<file path="src/rtl/sram_arb_pkg.sv">
// Shared types and constants for the SRAM arbiter.
package sram_arb_pkg;

  typedef enum logic [1:0] {IDLE, SETUP, ACTIVE, DONE} state_t;

  typedef enum logic {REQ_CPU = 1'b0, REQ_LDR = 1'b1} req_id_t;

  localparam int WAIT_STATES_DEFAULT = 2;

endpackage

</file>
<file path="src/rtl/sram_arbiter.sv">
// Two-requester arbiter driving an asynchronous SRAM with active-low strobes.
// Define SRAM_ARB_RR_EN for round-robin arbitration; otherwise the loader has fixed priority.
module sram_arbiter
  import sram_arb_pkg::*;
#(
  parameter int WAIT_STATES = WAIT_STATES_DEFAULT
) (
  input  logic        i_clk,
  input  logic        i_reset,
  input  logic        i_cpu_req,
  input  logic        i_cpu_we,
  input  logic [19:0] i_cpu_addr,
  input  logic [15:0] i_cpu_wdata,
  output logic [15:0] o_cpu_rdata,
  output logic        o_cpu_ready,
  input  logic        i_ldr_req,
  input  logic        i_ldr_we,
  input  logic [19:0] i_ldr_addr,
  input  logic [15:0] i_ldr_wdata,
  output logic [15:0] o_ldr_rdata,
  output logic        o_ldr_ready,
  output logic [19:0] o_a,
  input  logic [15:0] i_data_in,
  output logic [15:0] o_data_out,
  output logic        o_data_oe,
  output logic        o_ce,
  output logic        o_ub,
  output logic        o_lb,
  output logic        o_oe,
  output logic        o_we
);

  localparam logic [3:0] LP_COUNT_LOAD = 4'(WAIT_STATES - 1);

  state_t      r_state;
  state_t      w_next;
  logic [3:0]  r_count;
  req_id_t     r_winner;
  logic [19:0] r_addr;
  logic        r_we;
  logic [15:0] r_wdata;
  logic [15:0] r_cpu_rdata;
  logic [15:0] r_ldr_rdata;
  logic        w_any_req;
  logic        w_grant_ldr;

  assign w_any_req = i_cpu_req | i_ldr_req;

`ifdef SRAM_ARB_RR_EN
  // Pointer remembers the last grant so a collision goes to the other side.
  req_id_t r_last;

  always_ff @(posedge i_clk) begin
    if (i_reset) begin
      r_last <= REQ_CPU;
    end else if (r_state == IDLE && w_any_req) begin
      r_last <= w_grant_ldr ? REQ_LDR : REQ_CPU;
    end
  end

  assign w_grant_ldr = i_ldr_req & (~i_cpu_req | (r_last == REQ_CPU));
`else
  assign w_grant_ldr = i_ldr_req;
`endif

  always_ff @(posedge i_clk) begin
    if (i_reset) begin
      r_state <= IDLE;
    end else begin
      r_state <= w_next;
    end
  end

  always_comb begin
    w_next = r_state;
    case (r_state)
      IDLE:    if (w_any_req) w_next = SETUP;
      SETUP:   w_next = ACTIVE;
      ACTIVE:  if (r_count == 4'd0) w_next = DONE;
      DONE:    w_next = IDLE;
      default: w_next = IDLE;
    endcase
  end

  // Request inputs are only looked at in IDLE; the transfer runs on latched copies.
  always_ff @(posedge i_clk) begin
    if (i_reset) begin
      r_count     <= 4'd0;
      r_winner    <= REQ_CPU;
      r_addr      <= 20'd0;
      r_we        <= 1'b0;
      r_wdata     <= 16'd0;
      r_cpu_rdata <= 16'd0;
      r_ldr_rdata <= 16'd0;
    end else begin
      case (r_state)
        IDLE: begin
          if (w_any_req) begin
            r_winner <= w_grant_ldr ? REQ_LDR : REQ_CPU;
            r_addr   <= w_grant_ldr ? i_ldr_addr  : i_cpu_addr;
            r_we     <= w_grant_ldr ? i_ldr_we    : i_cpu_we;
            r_wdata  <= w_grant_ldr ? i_ldr_wdata : i_cpu_wdata;
          end
        end
        SETUP: r_count <= LP_COUNT_LOAD;
        ACTIVE: begin
          if (r_count != 4'd0) begin
            r_count <= r_count - 4'd1;
          end else if (!r_we) begin
            // Sample while OE is still low so the data is valid alongside ready.
            if (r_winner == REQ_LDR) r_ldr_rdata <= i_data_in;
            else                     r_cpu_rdata <= i_data_in;
          end
        end
        default: ;
      endcase
    end
  end

  always_comb begin
    o_ce        = 1'b1;
    o_ub        = 1'b1;
    o_lb        = 1'b1;
    o_oe        = 1'b1;
    o_we        = 1'b1;
    o_data_oe   = 1'b0;
    o_cpu_ready = 1'b0;
    o_ldr_ready = 1'b0;
    case (r_state)
      SETUP: begin
        o_ce      = 1'b0;
        o_ub      = 1'b0;
        o_lb      = 1'b0;
        o_oe      = r_we;
        o_data_oe = r_we;
      end
      ACTIVE: begin
        o_ce      = 1'b0;
        o_ub      = 1'b0;
        o_lb      = 1'b0;
        o_oe      = r_we;
        o_we      = ~r_we;
        o_data_oe = r_we;
      end
      DONE: begin
        o_ce        = 1'b0;
        o_ub        = 1'b0;
        o_lb        = 1'b0;
        o_data_oe   = r_we;
        o_cpu_ready = (r_winner == REQ_CPU);
        o_ldr_ready = (r_winner == REQ_LDR);
      end
      default: ;
    endcase
  end

  assign o_a         = r_addr;
  assign o_data_out  = r_wdata;
  assign o_cpu_rdata = r_cpu_rdata;
  assign o_ldr_rdata = r_ldr_rdata;

endmodule

</file>
<file path="config.mk">
export PLATFORM = sky130hd
export DESIGN_NAME = sram_arbiter
export DESIGN_NICKNAME = d
export VERILOG_FILES = /design/src/rtl/sram_arb_pkg.sv /design/src/rtl/sram_arbiter.sv
export SDC_FILE = /design/constraint.sdc
export NUM_CORES = 1
export LEC_CHECK = 0
export CAP_MARGIN = 20
export CORE_MARGIN = 2
export CORE_UTILIZATION = 44
export DETAILED_ROUTE_END_ITERATION = 8
export PLACE_DENSITY = 0.88
export SYNTH_ARGS = -nofsm -noshare
export SYNTH_HDL_FRONTEND = slang
export SYNTH_SLANG_ARGS = --single-unit
</file>
<file path="constraint.sdc">
create_clock -name i_clk -period 5.18 [get_ports i_clk]
set_clock_uncertainty 0.1 [all_clocks]
set_input_delay 1.036 -clock i_clk [delete_from_list [all_inputs] [get_ports i_clk]]
set_output_delay 1.036 -clock i_clk [all_outputs]
set_load 0.03 [all_outputs]
</file>
==> flow_metrics.tcl, run 1 <==
set metrics [dict create \
    status "finished clean" \
    rr_endpoint "o_cpu_rdata[6]" \
    post_syn_area_per_cell_um2 9.91 \
    drv_cap 0 \
    cts_setup_buffers 0 \
    routed-via-count 2980 \
    dieHeight_um 92.3 \
    met2_wirelength_um 4130 \
    place.gp.congestion 0.760 \
    cts_num_sinks 76 \
    drt_drc_violations_left 0 \
    worstReg2RegStart "r_state[0]" \
    f_max_ghz 0.324 \
    ff2ff_setup_slack_ps 2850 \
    yosysUniqueCellTypes 32 \
    dieArea_mm2 0.00851 \
    insertedDiodeCount 0 \
    maxSlewViolCount 0 \
    rows 32 \
    worst-slew-pin-transition_ps 968 \
    clkTransAtPathRegs_ps 80 \
    die_width_um 92.3 \
    firstDrtPassIters 4 \
    post-place-ws_ps 2000 \
    ctsHtreeMaxLevel 3 \
    place.port_buffers 169 \
    drive_gt1_share_pct 5.37 \
    wire_per_inst_um 14.0 \
    data_required_time_of_the_critical_path_ps 4040 \
    p_per_area_mw_per_mm2 457 \
    routed_via_density 4.93 \
    min_period_over_period_pct 59.6 \
    crit_path_launch "r_state[0]" \
    postSynthRegisterBits 76 \
    area_growth_pct 56.4 \
    data_arrival_critical_path_ps 1950 \
    grt_antenna_before_repair 0 \
    start_kind "flip-flop" \
    rr_worst_depth 5 \
    commonest_cells_in_the_synthesized_netlist "76 x dfxtp_1, 70 x mux2i_1, 51 x nand2b_1" \
    tns_ps 0 \
    detailedRoute.firstIterationViolations 50 \
    synth.most_common_cell "dfxtp_1" \
    n_fill_cell 590 \
    synth-async-reset-ratio_pct 0 \
    first_global_vias 2972 \
    setup_ws_ps 2090 \
    synth_enable_flop_cells 0 \
    met3_length_um 631 \
    postCtsResizedCells 0 \
    postLayoutCoreUtil_pct 70.1 \
    final_cell_area_mm2 0.00536 \
    m1WireLength_um 3520 \
    ys.flop_type "dfxtp_1" \
    setup-violations-final 0 \
    post_syn_nets 446 \
    cts_root_buffer "clkbuf_8" \
    yosys-top-cells-area "dfxtp_1 44%, mux2i_1 20%, nand2b_1 9.3%" \
    report.final.hold_viol_count 0 \
    cp-end-kind "primary output" \
    cts_buffer_depth 2 \
    postRouteWirelength_um 8460 \
    ant_nets 0 \
    maximum_number_of_pins_on_one_net_before_global_route_repair 64 \
    syn-cell-area_mm2 0.00343 \
    min-delay-path-class "flip-flop to flip-flop" \
    grt.overflow.total 0 \
    synth_area_leader_cell "dfxtp_1" \
    ir_worst_vdd_mv 0.254 \
    worst-path-max-fanout 11 \
    yosysWarningCount 0 \
    clk_latency_ps 330 \
    clock_tree_from_tritoncts "built" \
    ys_seq_area_share_pct 44.4 \
    dpl_cell_area_mm2 0.00512 \
    dp.final_hpwl_um 6550 \
    slew-limit-headroom_pct 35.0 \
    final.min_clock_period_ps 3090 \
    syn_inst 346 \
    postCtsHoldBufs 0 \
    num_io_pins 170 \
    grt_pass1_wl_um 13900 \
    timing_worst_setup_path_type "flip-flop to primary output" \
    route.top_layer_used "met4" \
    nets 598 \
    post-synth-top-area-fraction_pct 44.4 \
    initial_core_util_pct 44.8 \
    crit_end "o_we" \
    core-area_mm2 0.00765 \
    global_route.usage.total_pct 20.3 \
    unrepaired_setup_endpoints_after_global_routing "no" \
    static-leakage-power_nw 2.12 \
    post-layout-total-power_mw 2.45 \
    tritoncts.num_buffers 9 \
]
==> metrics by stage <==
stage / hold WS [ps] / cells
detailed placement: 368 / 589
floorplan: 379 / 346
global placement: 359 / 589
CTS: 381 / 605
global route: 398 / 605
finish: 375 / 605
==> worst max-delay path, cell delays in order (launching register included) <==
cell	delay (ps)
dfxtp_1	370
inv_1	100
ha_1	340
nand2_1	120
clkdlybuf4s50_1	690
==> area by class of cell <==
class | count | area (µm²) | area share (%)
Multi-Input combinational cell | 233 | 1750 | 32.6
Tap cell | 102 | 128 | 2.38
Timing Repair Buffer | 172 | 1700 | 31.8
Inverter | 6 | 22.5 | 0.420
Clock buffer | 11 | 151 | 2.82
Clock inverter | 5 | 83.8 | 1.56
Sequential cell | 76 | 1520 | 28.4
==> where the power goes <==
group / leakage [nW] / total [mW] / internal, mW / switching [mW]
registers: 0.623 / 0.813 / 0.723 / 0.0898
logic: 1.39 / 1.13 / 0.477 / 0.649
clock network: 0.112 / 0.514 / 0.298 / 0.215
total: 2.12 / 2.45 / 1.50 / 0.954
==> registers in the layout, summed over array words and instances, names as in the netlist <==
| name | cells |
|---|---|
| o_a | 20 |
| r_we | 1 |
| o_ldr_rdata | 16 |
| r_state | 2 |
| o_data_out | 16 |
| o_cpu_rdata | 16 |
| r_winner | 1 |
| r_count | 4 |
==> metal layers <==
layer,global-route usage [%],up-vias
li1,-,1507
met5,0,-
met3,5.59,15
met1,24.1,1335
met2,34.8,123
met4,7.84,0
==> worst min path at each step <==
stage	start	end	slack (ps)	cells after the start
after global placement	o_cpu_rdata[4]	o_cpu_rdata[4]	360	2
after CTS	o_cpu_rdata[2]	o_cpu_rdata[2]	380	2
after global routing	o_cpu_rdata[10]	o_cpu_rdata[10]	400	2
after floorplan	r_count[0]	r_count[0]	380	1
final	o_cpu_rdata[2]	o_cpu_rdata[2]	370	2
after detailed placement	o_cpu_rdata[8]	o_cpu_rdata[8]	370	2
==> placed cells by master (no fill, tap or decap) <==
master,Yosys,routed
nor4_4,0,1
a31o_2,1,1
nand2b_1,51,51
a22oi_1,1,1
nand2_1,2,2
nand3b_1,1,1
buf_4,2,3
nor2b_1,3,3
clkbuf_8,0,11
inv_1,6,6
ha_1,6,6
a21oi_1,1,1
clkinv_4,0,1
a311oi_1,1,1
bufinv_16,0,2
clkdlybuf4s50_1,0,167
clkinvlp_4,0,2
and2_1,1,1
o211ai_1,1,1
nor2_1,39,39
a21o_1,1,1
or4_4,1,1
o21a_2,0,1
nor3_1,4,4
nor3b_1,2,2
mux2i_1,70,70
buf_2,5,2
dfxtp_1,76,76
mux2_2,1,1
or3b_1,1,1
nor4_2,2,1
or4_1,1,1
a211o_1,1,1
nand3_1,1,1
a211oi_1,39,39
==> kinds of logic after synthesis <==
group / synth area share [%]
flip-flops: 44.4
adder cells (fa/ha/maj): 2.19
multiplexers: 20.8
buffers and inverters: 4.89
AND/OR/NAND/NOR: 17.4
AO/OA/AOI/OAI: 10.3
(Power assumes the default switching activity.)
==> inputs of run 2 (changes only) <==
--- a/config.mk
+++ b/config.mk
@@ -7,9 +7,9 @@
 export LEC_CHECK = 0
 export CAP_MARGIN = 20
 export CORE_MARGIN = 2
-export CORE_UTILIZATION = 44
+export CORE_UTILIZATION = 37
 export DETAILED_ROUTE_END_ITERATION = 8
-export PLACE_DENSITY = 0.88
+export PLACE_DENSITY = 0.79
 export SYNTH_ARGS = -nofsm -noshare
 export SYNTH_HDL_FRONTEND = slang
 export SYNTH_SLANG_ARGS = --single-unit
==> constraint.sdc (replaced) <==
create_clock -name i_clk -period 2.63 [get_ports i_clk]
set_clock_uncertainty 0.1 [all_clocks]
set_input_delay 0.526 -clock i_clk [delete_from_list [all_inputs] [get_ports i_clk]]
set_output_delay 0.526 -clock i_clk [all_outputs]
set_load 0.03 [all_outputs]
==> flow_metrics.tcl, run 2 (same netlist as run 1, synthesis figures left out) <==
set metrics [dict create \
    first_global_vias 2979 \
    f_max_ghz 0.394 \
    report.final.hold_viol_count 0 \
    routed-via-count 3006 \
    worst-path-max-fanout 4 \
    internal_power_mw 2.87 \
    detailedRoute.firstIterationViolations 49 \
    data_arrival_critical_path_ps 1910 \
    num_io_pins 170 \
    drive_gt1_share_pct 6.67 \
    grt.overflow.total 0 \
    grt_pass1_wl_um 14100 \
    place.port_buffers 169 \
    slew-limit-headroom_pct 76.3 \
    cp_peak_stage_delay_ps 680 \
    routed_via_density 4.84 \
    commonest_non_fill_non_tap_cell_in_the_layout "clkdlybuf4s50_1" \
    ant_nets 0 \
    slowest_stage "clkdlybuf4s50_1" \
    core-area_mm2 0.00911 \
    tns_ps 0 \
    postRouteWirelength_um 8750 \
    path_delay_family "buffers and inverters" \
    static-leakage-power_nw 2.17 \
    data_required_time_of_the_critical_path_ps 2000 \
    status "finished clean" \
    setup-violations-final 0 \
    area_growth_pct 57.4 \
    firstDrtPassIters 4 \
    power.share.switching_pct 39.8 \
    ir_worst_vdd_mv 0.425 \
    drv_cap 0 \
    postCtsHoldBufs 0 \
    unrepaired_setup_endpoints_after_global_routing "no" \
    drt_drc_violations_left 0 \
    tritoncts.num_buffers 9 \
    wire_per_inst_um 14.1 \
    p_per_area_mw_per_mm2 882 \
    insertedDiodeCount 0 \
    post-layout-total-power_mw 4.76 \
    worst-slew-pin-transition_ps 355 \
    clkTransAtPathRegs_ps 80 \
    share_seq_of_total_power_pct 33.4 \
    start_kind "flip-flop" \
    cts_setup_buffers 0 \
    global_route.usage.total_pct 17.5 \
    rows 35 \
    ctsHtreeMaxLevel 3 \
    place.gp.congestion 0.719 \
    grt_antenna_before_repair 0 \
    cell_by_cell_listing_of_the_critical_path "inv_1, ha_1, nand2b_1, clkdlybuf4s50_1" \
    largest_register_ff_count 20 \
    critical_path.n_buffers_inverters 2 \
    clock_tree_from_tritoncts "built" \
    final.min_clock_period_ps 2540 \
    dp.final_hpwl_um 6650 \
    area_used_by_sequential_logic_in_the_layout_mm2 0.00152 \
    cts_num_sinks 76 \
    timing_worst_setup_path_type "flip-flop to primary output" \
    min_period_over_period_pct 96.4 \
    nets 605 \
    clk_latency_ps 350 \
    min-delay-path-class "flip-flop to flip-flop" \
    cts_buffer_depth 2 \
    dieArea_mm2 0.0101 \
    proportion_of_power_drawn_by_combinational_gates_pct 47.7 \
    n_fill_cell 781 \
    postCtsResizedCells 0 \
    cts_root_buffer "clkbuf_8" \
    cp-end-kind "primary output" \
    dieHeight_um 100 \
    multi_input_area_mm2 0.00174 \
    mostFrequentLayoutCells "166 x clkdlybuf4s50_1, 76 x dfxtp_1, 70 x mux2i_1" \
    maxSlewViolCount 0 \
    maximum_number_of_pins_on_one_net_before_global_route_repair 59 \
    ff2ff_setup_slack_ps 550 \
    die_width_um 100 \
    total_switching_power_mw 1.89 \
    power.clock.fraction_pct 18.9 \
    initial_core_util_pct 37.6 \
]
==> run 2: layer usage <==
| metal | vias to the layer above | share of wire, % | routed length, µm | track usage [%] |
|---|---|---|---|---|
| li1 | 1520 | - | - | - |
| met1 | 1355 | 43 | 3740 | 20.2 |
| met2 | 115 | 47 | 4110 | 29.6 |
| met3 | 16 | 8.1 | 711 | 5.92 |
| met4 | 0 | 2.2 | 189 | 7.27 |
| met5 | - | 0 | 0 | 0 |
==> run 2: per-stage QoR <==
stage	cell area, µm²	std cells	hold slack [ps]	setup WS [ps]	utilization (%)
after global routing	5400	621	399	1.46	59.2
final	5400	621	374	94.0	59.2
after global placement	5190	605	358	515	57.0
after CTS	5390	621	378	67.1	59.2
after detailed placement	5190	605	365	451	57.0
after floorplan	3430	346	379	719	-
==> run 2: worst min-delay path: cells and delay by family (launching register included) <==
kind / cells / cell delay [ps]
flip-flops: 1 / 310
multiplexers: 1 / 50
AND/OR/NAND/NOR: 1 / 60
==> run 2: final timing paths <==
| check | depth (start not counted) | end | start |
|---|---|---|---|
| worst max-delay path | 4 | o_oe | r_state[0] |
| worst min-delay path | 2 | o_cpu_rdata[8] | o_cpu_rdata[8] |
| worst max register to register | 5 | o_cpu_rdata[14] | r_count[1] |
| worst min register to register | 2 | o_cpu_rdata[8] | o_cpu_rdata[8] |
==> run 2: final cells by class <==
type	instances	share of cell area, %
tap	111	2.57
multi-input combinational	233	32.3
sequential	76	28.2
clock buffer	10	2.55
clock inverter	6	1.18
inverter	6	0.417
timing repair buffer	179	32.8
==> run 2: power groups by stage <==
| stage | combinational, mW | clock (mW) | sequential [mW] |
|---|---|---|---|
| floorplan | 0.962 | 0 | 2.05 |
| global placement | 2.23 | 0 | 1.60 |
| detailed placement | 2.28 | 0 | 1.62 |
| CTS | 2.29 | 0.931 | 1.59 |
| global route | 2.44 | 0.985 | 1.63 |
| finish | 2.27 | 0.900 | 1.59 |
==> inputs of run 3 (changes only) <==
--- a/config.mk
+++ b/config.mk
@@ -6,7 +6,6 @@
 export NUM_CORES = 1
 export LEC_CHECK = 0
 export CAP_MARGIN = 20
-export CORE_MARGIN = 2
 export CORE_UTILIZATION = 37
 export DETAILED_ROUTE_END_ITERATION = 8
 export PLACE_DENSITY = 0.79
==> flow_metrics.tcl, run 3 (same netlist as run 1, synthesis figures left out) <==
set metrics [dict create \
    status "complete, but fails checks" \
    failed_checks "DRC" \
    routed-via-count 2969 \
    critical_path.n_buffers_inverters 2 \
    ff2ff_setup_slack_ps 530 \
    dpl_cell_area_mm2 0.00517 \
    data_required_time_of_the_critical_path_ps 2000 \
    total_switching_power_mw 1.84 \
    n_fill_cell 773 \
    grt_antenna_before_repair 0 \
    post-place-ws_ps 418 \
    dp.final_hpwl_um 6120 \
    min_period_over_period_pct 95.8 \
    start_kind "flip-flop" \
    report.final.hold_viol_count 0 \
    internal_power_mw 2.83 \
    mostFrequentLayoutCells "165 x clkdlybuf4s50_1, 76 x dfxtp_1, 70 x mux2i_1" \
    share_seq_of_total_power_pct 34.0 \
    area_used_by_sequential_logic_in_the_layout_mm2 0.00152 \
    routed_via_density 4.84 \
    f_max_ghz 0.397 \
    postRouteWirelength_um 8080 \
    rows 34 \
    ctsHtreeMaxLevel 3 \
    slowest_stage "clkdlybuf4s50_1" \
    maximum_number_of_pins_on_one_net_before_global_route_repair 67 \
    holdCritStartpoint "o_ldr_rdata[8]" \
    drt_drc_violations_left 11 \
    rr_worst_depth 5 \
    dieArea_mm2 0.00966 \
    cts_root_buffer "clkbuf_8" \
    final.min_clock_period_ps 2520 \
    place.gp.congestion 0.770 \
    drv_cap 0 \
    slew-limit-headroom_pct 52.6 \
    ant_nets 0 \
    core-area_mm2 0.00885 \
    wire_per_inst_um 13.2 \
    insertedDiodeCount 0 \
    cts_setup_buffers 0 \
    die_width_um 98.3 \
    initial_core_util_pct 38.7 \
    worstReg2RegStart "r_count[0]" \
    final.hold.worst_slack_ps 376 \
    proportion_of_power_drawn_by_combinational_gates_pct 47.7 \
    drive_gt1_share_pct 5.53 \
    worst-path-max-fanout 4 \
    power.clock.fraction_pct 18.3 \
    clkTransAtPathRegs_ps 70 \
    clock_tree_from_tritoncts "built" \
    multi_input_area_mm2 0.00174 \
    cp-end-kind "primary output" \
    p_per_area_mw_per_mm2 871 \
    area_growth_pct 56.6 \
    global_route.usage.total_pct 17.3 \
    cp_peak_stage_delay_ps 680 \
    largest_register_ff_count 20 \
    tns_ps 0 \
    timing_worst_setup_path_type "flip-flop to primary output" \
    setup_ws_ps 111 \
    cts_num_sinks 76 \
    maxSlewViolCount 0 \
    cell_by_cell_listing_of_the_critical_path "inv_1, ha_1, nand2b_1, clkdlybuf4s50_1" \
    whs_path_depth 2 \
    first_global_vias 2891 \
    clk_latency_ps 330 \
    grt_pass1_wl_um 13500 \
    final_cell_area_mm2 0.00537 \
    hold-path-endpoint "o_ldr_rdata[8]" \
    commonest_non_fill_non_tap_cell_in_the_layout "clkdlybuf4s50_1" \
    unrepaired_setup_endpoints_after_global_routing "no" \
    static-leakage-power_nw 2.14 \
    cts_buffer_depth 2 \
    nets 601 \
    min-delay-path-class "flip-flop to flip-flop" \
    data_arrival_critical_path_ps 1890 \
    placedCellCount 598 \
    dieHeight_um 98.3 \
    firstDrtPassIters 9 \
    detailedRoute.firstIterationViolations 71 \
    power.share.switching_pct 39.4 \
    ir_worst_vdd_mv 0.372 \
    setup-violations-final 0 \
    num_io_pins 170 \
    worst-slew-pin-transition_ps 712 \
    tritoncts.num_buffers 9 \
    path_delay_family "buffers and inverters" \
    grt.overflow.total 0 \
    place.port_buffers 169 \
    layout.cells.non_filler 614 \
    rr_endpoint "o_cpu_rdata[13]" \
]
==> run 3: how the worst max path moves through the flow <==
stage | startpoint | end | slack, ps | depth (start not counted)
after floorplan | r_count[0] | o_ldr_rdata[0] | 720 | 7
after global placement | r_state[0] | o_we | 480 | 4
after detailed placement | r_state[0] | o_we | 420 | 4
after CTS | r_state[0] | o_we | 40 | 4
after global routing | r_state[1] | o_oe | 10 | 4
final | r_state[1] | o_oe | 110 | 4
==> run 3: per-stage QoR <==
step	total power, mW	util [%]
floorplan	3.01	-
global placement	3.82	58.4
detailed placement	3.86	58.4
CTS	4.74	60.6
global route	4.98	60.7
finish	4.67	60.7
==> run 3: area by class of cell <==
type / instances / share of cell area, %
clock buffer: 11 / 2.45
clock inverter: 5 / 1.14
inverter: 6 / 0.419
multi-input combinational: 233 / 32.4
sequential: 76 / 28.3
tap: 108 / 2.52
timing repair buffer: 175 / 32.7
==> run 3: timing repair <==
item,4_1_cts,5_1_grt
setup endpoints to repair,0,2
hold buffers,0,0
gates resized for setup,0,2
==> run 3: worst min-delay path, stage by stage, from the launching register on <==
cell and delay (ps):
dfxtp_1 310, nand2b_1 60, mux2i_1 60
==> run 3: metal layers <==
layer,up-vias,share of wire (%),GRT usage [%]
met5,-,0,0
met2,130,47,28.8
li1,1513,-,-
met3,8,9.4,6.23
met4,0,1.2,6.20
met1,1318,42,20.6
==> run 3: power by group through the flow <==
| stage | logic (mW) | registers [mW] | clock network, mW |
|---|---|---|---|
| 2_1_floorplan | 0.962 | 2.05 | 0 |
| 3_3_place_gp | 2.22 | 1.60 | 0 |
| 3_5_place_dp | 2.25 | 1.61 | 0 |
| 4_1_cts | 2.26 | 1.59 | 0.889 |
| 5_1_grt | 2.41 | 1.63 | 0.938 |
| 6_report | 2.23 | 1.59 | 0.856 |
